<file path="config.mk">
export PLATFORM = sky130hd
export DESIGN_NAME = pipelined_barrel_shifter
export DESIGN_NICKNAME = d
export VERILOG_FILES = /design/src/rtl/pipelined_barrel_shifter.sv
export SDC_FILE = /design/constraint.sdc
export NUM_CORES = 1
export LEC_CHECK = 0
export CAP_MARGIN = 15
export CORE_MARGIN = 3
export CORE_UTILIZATION = 45
export DETAILED_ROUTE_END_ITERATION = 10
export GPL_TIMING_DRIVEN = 0
export PLACE_DENSITY_LB_ADDON = 0.15
export SETUP_SLACK_MARGIN = 0.15
export SLEW_MARGIN = 30
export SYNTH_ARGS = -nofsm -noshare
export SYNTH_HDL_FRONTEND = slang
export SYNTH_SLANG_ARGS = --single-unit
</file>
<file path="constraint.sdc">
create_clock -name clk -period 1.8 [get_ports clk]
set_input_delay 0.54 -clock clk [delete_from_list [all_inputs] [get_ports clk]]
set_output_delay 0.54 -clock clk [all_outputs]
set_load 0.01 [all_outputs]
</file>
<file path="src/rtl/pipelined_barrel_shifter.sv">
// pipelined_barrel_shifter: one registered stage per shift bit, valid/ready per stage.
// Optional flush port enabled by SHIFTER_FLUSH_EN.
module pipelined_barrel_shifter #(
    parameter int WIDTH = 32,
    localparam int SH_W = $clog2(WIDTH)
) (
    input  logic             clk,
    input  logic             rst,
    input  logic             in_valid,
    output logic             in_ready,
    input  logic [WIDTH-1:0] in_data,
    input  logic [SH_W-1:0]  in_shamt,
    input  logic [1:0]       in_op,
`ifdef SHIFTER_FLUSH_EN
    input  logic             flush,
`endif
    output logic             out_valid,
    input  logic             out_ready,
    output logic [WIDTH-1:0] out_data
);
    logic             clr;
    logic [SH_W-1:0]  vld;
    logic [SH_W:0]    rdy;
    logic [WIDTH-1:0] dat [SH_W];
    logic [1:0]       opr [SH_W];
    logic [SH_W-1:0]  sha [SH_W];
`ifdef SHIFTER_FLUSH_EN
    assign clr = flush;
`else
    assign clr = 1'b0;
`endif
    assign rdy[SH_W] = out_ready;
    assign in_ready  = rdy[0] && !rst && !clr;
    assign out_valid = vld[SH_W-1];
    assign out_data  = dat[SH_W-1];
    for (genvar k = 0; k < SH_W; k++) begin : g_stage
        localparam int S = 1 << k;
        logic             sv, v_q;
        logic [WIDTH-1:0] sd, sh, d_q;
        logic [1:0]       so, o_q;
        logic [SH_W-1:0]  ss, s_q;
        if (k == 0) begin : g_head
            assign sv = in_valid && in_ready;
            assign sd = in_data;
            assign so = in_op;
            assign ss = in_shamt;
        end else begin : g_body
            assign sv = vld[k-1];
            assign sd = dat[k-1];
            assign so = opr[k-1];
            assign ss = sha[k-1];
        end
        // SRA fill is the sign bit of this stage's input, not of the original operand
        always_comb
            sh = !ss[k]       ? sd :
                 so == 2'd0   ? sd << S :
                 so == 2'd1   ? {{S{1'b0}}, sd[WIDTH-1:S]} :
                 so == 2'd2   ? {{S{sd[WIDTH-1]}}, sd[WIDTH-1:S]} :
                                {sd[S-1:0], sd[WIDTH-1:S]};
        always_ff @(posedge clk)
            if (rst) begin
                v_q <= 1'b0;
                d_q <= '0;
                o_q <= '0;
                s_q <= '0;
            end else if (clr) begin
                v_q <= 1'b0;
            end else if (rdy[k]) begin
                v_q <= sv;
                d_q <= sh;
                o_q <= so;
                s_q <= ss;
            end
        assign rdy[k] = !v_q || rdy[k+1];
        assign vld[k] = v_q;
        assign dat[k] = d_q;
        assign opr[k] = o_q;
        assign sha[k] = s_q;
    end
endmodule

</file>
; ---- Word level (Yosys, flattened, before mapping)
; Index checks and enable logic that the tools add are counted.
[word_totals]
inputBits = 43
elab_cells = 66
output_inout_bits = 34
ff_bits = 193
[op_classes]
muxes = 20
n_eq_ne = 10
reduce_logical = 18
[ops]
columns = operator, count
row1 = 2-to-1 mux 32 bit, 20
row2 = == test 2 x 1 -> 1 bit (second input constant), 5
row3 = == test 2 bit (second input constant), 5
row4 = zero test 2 bit, 5
row5 = zero test 1 bit, 6
row6 = logical OR 1 bit, 5
row7 = logical AND 1 bit, 2

; ---- Logic depth before layout (Yosys ltp)
[depth]
depth_word = 8
mapped_depth = 6

; ---- Worst setup path after synthesis
; Ideal clock, no wire load.
[synth_timing]
path_kind = input port to output port
start = input rst
end = output in_ready
slack_ps = -149
path_buffers = 3
arrival_time_ps = 1409
stages = 4
path_cell_list = buf_2 -> buf_1 -> clkbuf_1 -> nor2_1
[synth_via]
elab_chain_len = 2
[synth_rtl]
columns = element, line
row1 = start: declaration, 8  ; input logic rst,
row2 = zero test 1 bit, 33  ; assign in_ready = rdy[0] && !rst && !clr;
row3 = logical AND 1 bit, 33
row4 = end: declaration, 10  ; output logic in_ready,
; Every way passes these cells.

; ---- Worst setup path in the final report
; Same ends and word-level chain as after synthesis.

==> results.yml <==
pwr:
  powerDensity_nw_per_um2: 807
  p_leak_nw: 4.51
  max-vdd-ir-drop_mv: 0.587
  design_power_total_mw: 9.64
worst_hold_path:
  min_path_type: "flop to flop"
  worst_hold_path.num_cells: 2
global_routing:
  grt_usage_pct: 29.3
  grt_pass1_vias: 9551
  grt_pass1_wl_um: 55200
  antenna_found_initial: 1
  grt_max_degree: 19
  grt-ovfl-total: 0
status:
  violations: "setup timing"
  status: "finished with violations"
worst_setup_path:
  reg2regPathDepth: 5
  critical_path_class: "input pin to output pin"
  worst_setup_path_end_kind: "output pin"
  critPathArrivalTime_ns: 1.43
  path_max_fanout: 10
  crit_required_ns: 1.26
  startpoint_type: "input pin"
drt:
  via_per_inst: 6.64
  routed_wl_um: 35600
  wl_per_cell_um: 22.7
  drc: 0
  firstDrtPassIters: 6
  drt_iter0_markers: 1055
  num_vias: 10400
  ant_nets: 0
timing:
  setup_viol: 1
  final-hold-violation-count: 0
  worst_slew_margin_rel_pct: 55.7
  rsz0062_at_grt: "true"
  worst_pin_slew_ns: 0.664
  clock.fmax_mhz: 506
  fin_crit_sh_pct: 110
  skew_ns: 0.0146
  fin_crit_ns: 1.97
  timing.final.ws_setup_ns: -0.175
  drv_slew: 0
synthesis:
  synth_top_family_by_area: "compound AO/OA/AOI/OAI gates"
  synth_edf_count: 0
  ys.flop_type: "dfxtp_1"
  synthSimpleGateAreaFrac_pct: 17.4
  synth_warnings: 0
  synth-async-reset-ratio_pct: 0
  syn-cell-area_um2: 9720
  synth_nets: 1222
  ys_top_cells_by_count: "dfxtp_1, nor2_1, clkbuf_1, o21ai_0, o41ai_1"
  synthCells: 1179
  seq_area_frac_synth_pct: 37.7
  syn_avg_cell_area_um2: 8.24
  synth_mux_area_share_pct: 1.51
  ys_types: 50
  synth_compound_area_share_pct: 34.6
  synth_fa_ha_area_share_pct: 0
  synth_xor_area_share_pct: 0.0901
  synth-seq-cells: 183
  netlist.area_leader.share_pct: 37.7
  synth_most_common_cell: "dfxtp_1"
  yosys-top-cells-area: "dfxtp_1, o41ai_1, nor2_1"
  synth.largest_area_cell: "dfxtp_1"
cts:
  ctsHoldBuffers: 0
  path_clk_slew_ns: 0.08
  htreeDepth: 4
  numCtsBuffers: 17
  cts_buffer_depth: 2
  cts_tree: "done"
  cts_sinks: 183
  cts_root_buffer: "clkbuf_16"
  clk_latency_ns: 0.44
die:
  coreArea_um2: 21100
  die_height_um: 153
  fp.dieW_um: 153
  pin_count: 77
  dieArea_um2: 23400
  rows: 53
  initial_utilization_pct: 46.1
finish:
  layout.nets: 1322
  final_core_util_pct: 56.7
  syn2layout_area_growth_pct: 23.0
  drive_gt1_share_pct: 16.9
  antenna_cells: 0
place:
  hpwl_um: 26500
  gp_congestion: 0.977
  numPortBuffers: 72
job:
  max-cap-violations: 0
==> stage by stage <==
stage / hold WS [ns] / instance area [um2] / std cells / TNS, ns / setup slack (ns)
2_1_floorplan: 0.432 / 9750 / 1179 / 0 / 0.0851
3_3_place_gp: 0.445 / 10800 / 1526 / -84.39 / -1.04
3_5_place_dp: 0.451 / 10800 / 1526 / -84.95 / -1.03
4_1_cts: 0.460 / 11600 / 1567 / -0.182 / -0.182
5_1_grt: 0.479 / 12000 / 1567 / -0.215 / -0.215
6_report: 0.459 / 12000 / 1567 / -0.175 / -0.175
==> final timing paths <==
kind | start | endpoint | slack, ns
setup reg to reg | g_stage[0].o_q[0] | g_stage[1].d_q[18] | 0.15
hold reg to reg | g_stage[2].s_q[4] | g_stage[2].s_q[4] | 0.46
hold / removal | g_stage[2].s_q[4] | g_stage[2].s_q[4] | 0.46
setup / recovery | rst | in_ready | -0.17
==> placed cells by master (no fill, tap or decap), drive strengths merged, types with 13 or more instances in the layout <==
cell type	netlist	routed
clkbuf	82	102
buf	67	76
o21a	17	17
nor2	119	119
o221ai	22	22
a211oi	53	53
o311a	31	31
a221oi	44	44
nand4	21	21
a22o	28	28
nand3	65	65
o41ai	73	73
nand2	69	69
inv	48	54
dfxtp	183	183
a21oi	20	20
o211ai	23	23
dlygate4sd2	0	31
nor3b	28	28
o21ai	81	81
clkdlybuf4s50	0	37
mux2	13	13
==> logic make-up (layout without fill, tap and decap cells) <==
kind of cell	count (synthesis)	after routing
AOI/OAI and AO/OA	435	435
and+or+nand+nor	349	349
buffers and inverters	198	311
DFF	183	183
muxes	13	13
xor gates and xnor gates	1	1
==> power breakdown <==
part	internal, mW	switching (mW)
registers	4.26	0.276
logic	0.530	0.733
clock network	2.01	1.83
total	6.80	2.84
==> area by class of cell <==
type / instances / area, um2
plain buffers: 148 / 785
clock buffers: 18 / 439
clock inverters: 14 / 159
fillers: 2009 / 9140
inverters: 49 / 185
multi-input cells: 798 / 5590
flip-flops and latches: 183 / 3670
well taps: 275 / 344
repair buffers: 82 / 778
==> registers in the layout, summed over array words and instances, names as in the netlist <==
signal,count
g_stage.v_q,4
g_stage.s_q,10
out_valid,1
g_stage.o_q,8
g_stage.d_q,128
out_data,32
==> what timing repair did <==
action,CTS,global route
cloned,0,0
setup buffers,9,1
endpoints found under the setup margin,178,139
gates resized for setup,85,124
pin swaps,4,6
==> per-layer routing <==
layer,wire length [um],vias up,part of all wire (%),GRT usage (%)
met5,7,-,0.020,0
met4,990,2,2.8,8.66
met3,3160,68,8.9,7.39
met2,15500,518,43,43.6
met1,16000,5071,45,42.0
li1,-,4740,-,-
==> worst max-delay path, cell delays in order <==
cell,delay (ns)
buf_2,0.21
buf_4,0.25
clkbuf_4,0.26
nor2_4,0.06
buf_6,0.11
No activity file was read; power rests on OpenSTA's default activity.
==> RTL change: new RTL, same flow settings <==
Change the parameter `WIDTH` from 32 to 64.
--- a/src/rtl/pipelined_barrel_shifter.sv
+++ b/src/rtl/pipelined_barrel_shifter.sv
@@ -3,3 +3,3 @@
 module pipelined_barrel_shifter #(
-    parameter int WIDTH = 32,
+    parameter int WIDTH = 64,
     localparam int SH_W = $clog2(WIDTH)
Interface: changed (resized in_data, in_shamt and out_data); port bits go from 77 to 142. The function was not compared with the original's and may differ.
==> RTL change against the original RTL <==
- the run still ends with setup timing left
- global-route usage increased by 6.0 points
- final area increased by 150%
- worst setup slack lost 360 ps
- power grew 140%
- via count is 130% higher
- cell count increased by 130%
- non-clock buffer count increased by 310
- worst hold slack gained 6.2 ps
- synthesized cell count is 130% higher
- routed wire length grew to 2.8 times the old value
- maximum frequency is 15% lower
- area after synthesis rose by 140%
- sequential cell count grew 232
- critical endpoint unchanged
- largest cell class unchanged
==> RTL change: results (changes against the original RTL) <==
The run gives 464.9 ps (+6.177 ps) as the final hold slack. Sequential share of the synthesized area: 36.12% (-1.6 points). The total number of vias was 24,420 (+130%); the global routing usage on met3 was 4.711% (-2.7 points). The endpoint identified for the worst register-to-register timing path is g_stage[0].d_q[47]. The run gives 35.28% (+6.0 points) as the global-route usage over all layers. Peak ir drop on the vdd network: 0.6466 mV (+10%). The post-CTS resize count is 472 (+460%), and the portion of netlist area occupied by mux cells is 1.371% (-0.14 points). The number of cells on the worst reg-to-reg path works out to 7 (+2). For the met2 track utilization from global routing, the log shows 62.39% (+19 points). The count of state elements after synthesis was 415 (+130%). The number of buffers inserted by port buffering is 141 (+96%). The filler cell count is 4,516 (+120%).

The total wire length was 100,900 µm (+180%); the number of antenna violations at the first check in global routing was 0 (-1). The checks that failed: setup timing. Average cell area after synthesis: 8.365 µm² (+1.5%). The path with the worst hold slack has its endpoint at g_stage[2].s_q[5]. The leakage power of the design is 11.39 nW (+150%). For the number of levels in the clock H-tree, the log shows 2 (-2). The post-synthesis compound-gate area fraction works out to 32.35% (-2.2 points).

The clock latency reported for the late side of the worst-skew pair came out at 600 ps (+160 ps). By count the netlist is led by 415 x dfxtp_1, 355 x nor2_1, 244 x clkbuf_1. The detailed-router iteration count before antenna repair is 6 (unchanged). The tools report the count of nets after finishing as 3,047 (+130%).

The worst slack at placement is -1715 ps (-684.6 ps). For the final worst-path setup slack, the log shows -536.5 ps (-361.6 ps). The logs give 44.11% (-12 points) for the worst slew margin relative to its limit and 2,078 (+97%) for the initial DRC count. Switching component of the power: 6.521 mW (+130%). In this run the critical register-to-register path is launched from out_valid. The tools report the number of setup violations in the final report as 71 (+70). The number of nets in the synthesized netlist was 2,826 (+130%).

Count of unique library cells instantiated by Yosys: 45 (-10%). The xor and xnor area share after synthesis was 0.03807% (-0.052 points). The tools report the final weighted congestion of routability-driven global placement as 0.9992 (+2.3%). The logs give -3661 ps (-3486 ps) for the summed negative setup slack over all endpoints and 3,681 (+130%) for the number of standard cells in the layout, taps in and fillers out. The flow ran to the end, but the final reports show violations.

The count of buffers added by post-CTS timing repair for setup is 13 (+4). The CTS clock-pin slew for the worst setup and hold paths was 60 ps (-20 ps). For the half-perimeter wire length after detailed placement, the log shows 74,780 µm (+180%).

The global-route wire length before repair is 145,900 µm (+160%). The share of final-layout standard cells stronger than drive strength 1 is 26.35% (+9.5 points). The area after detailed placement was 25,290 µm² (+130%). The flop-to-flop setup slack was -100 ps (-250 ps).
==> RTL change: changes by cell type after synthesis, moves of 71 or more <==
cell,change
o41ai_1,+156
clkbuf_1,+162
a211oi_1,+109
nand4b_1,+120
nor2_1,+237
dfxtp_1,+232
o21ai_0,+81
o21a_1,+71
==> RTL change: critical path: stages <==
cell and delay (ps):
buf_2 240, buf_6 230, buf_6 210, buf_4 200, clkbuf_8 200, nor2_4 50
buf_6 110
==> RTL change: logic make-up after synthesis <==
family	count (synthesis)
and+or+nand+nor	903
DFF	415
AOI/OAI and AO/OA	964
xor gates and xnor gates	1
buffers and inverters	439
muxes	28
==> RTL change: cell type report <==
class                           instances  area [µm²]  area share [%]
Sequential cell                       415        8334           28.13
Timing Repair Buffer                  173        1724           5.820
Inverter                               71       267.8          0.9038
Tap cell                              672       840.8           2.838
Multi-Input combinational cell       1896       14640           49.42
Buffer                                367        2220           7.492
Clock inverter                         20       234.0          0.7898
Clock buffer                           67        1364           4.604
==> RTL change: layer usage <==
metal,vias up,part of all wire (%)
li1,11080,-
met1,11800,37
met2,1148,49
met3,397,6.1
met4,0,7.9
met5,-,0
==> RTL change: power groups by stage <==
stage | clock network, mW | registers [mW] | logic (mW)
final | 10.1 | 10.4 | 2.90
after global routing | 10.5 | 10.4 | 3.11
after CTS | 10.1 | 10.3 | 2.63
after detailed placement | 0 | 10.5 | 2.55
after global placement | 0 | 10.5 | 2.51
after floorplan | 0 | 10.2 | 1.68
==> RTL change: how the worst max path moves through the flow <==
stage / cells after the start / end / slack (ps)
final: 7 / in_ready / -540
after global routing: 7 / in_ready / -550
after CTS: 6 / in_ready / -550
after detailed placement: 6 / g_stage[4].d_q[10] / -1710
after global placement: 6 / g_stage[4].d_q[12] / -1720
after floorplan: 5 / in_ready / 50
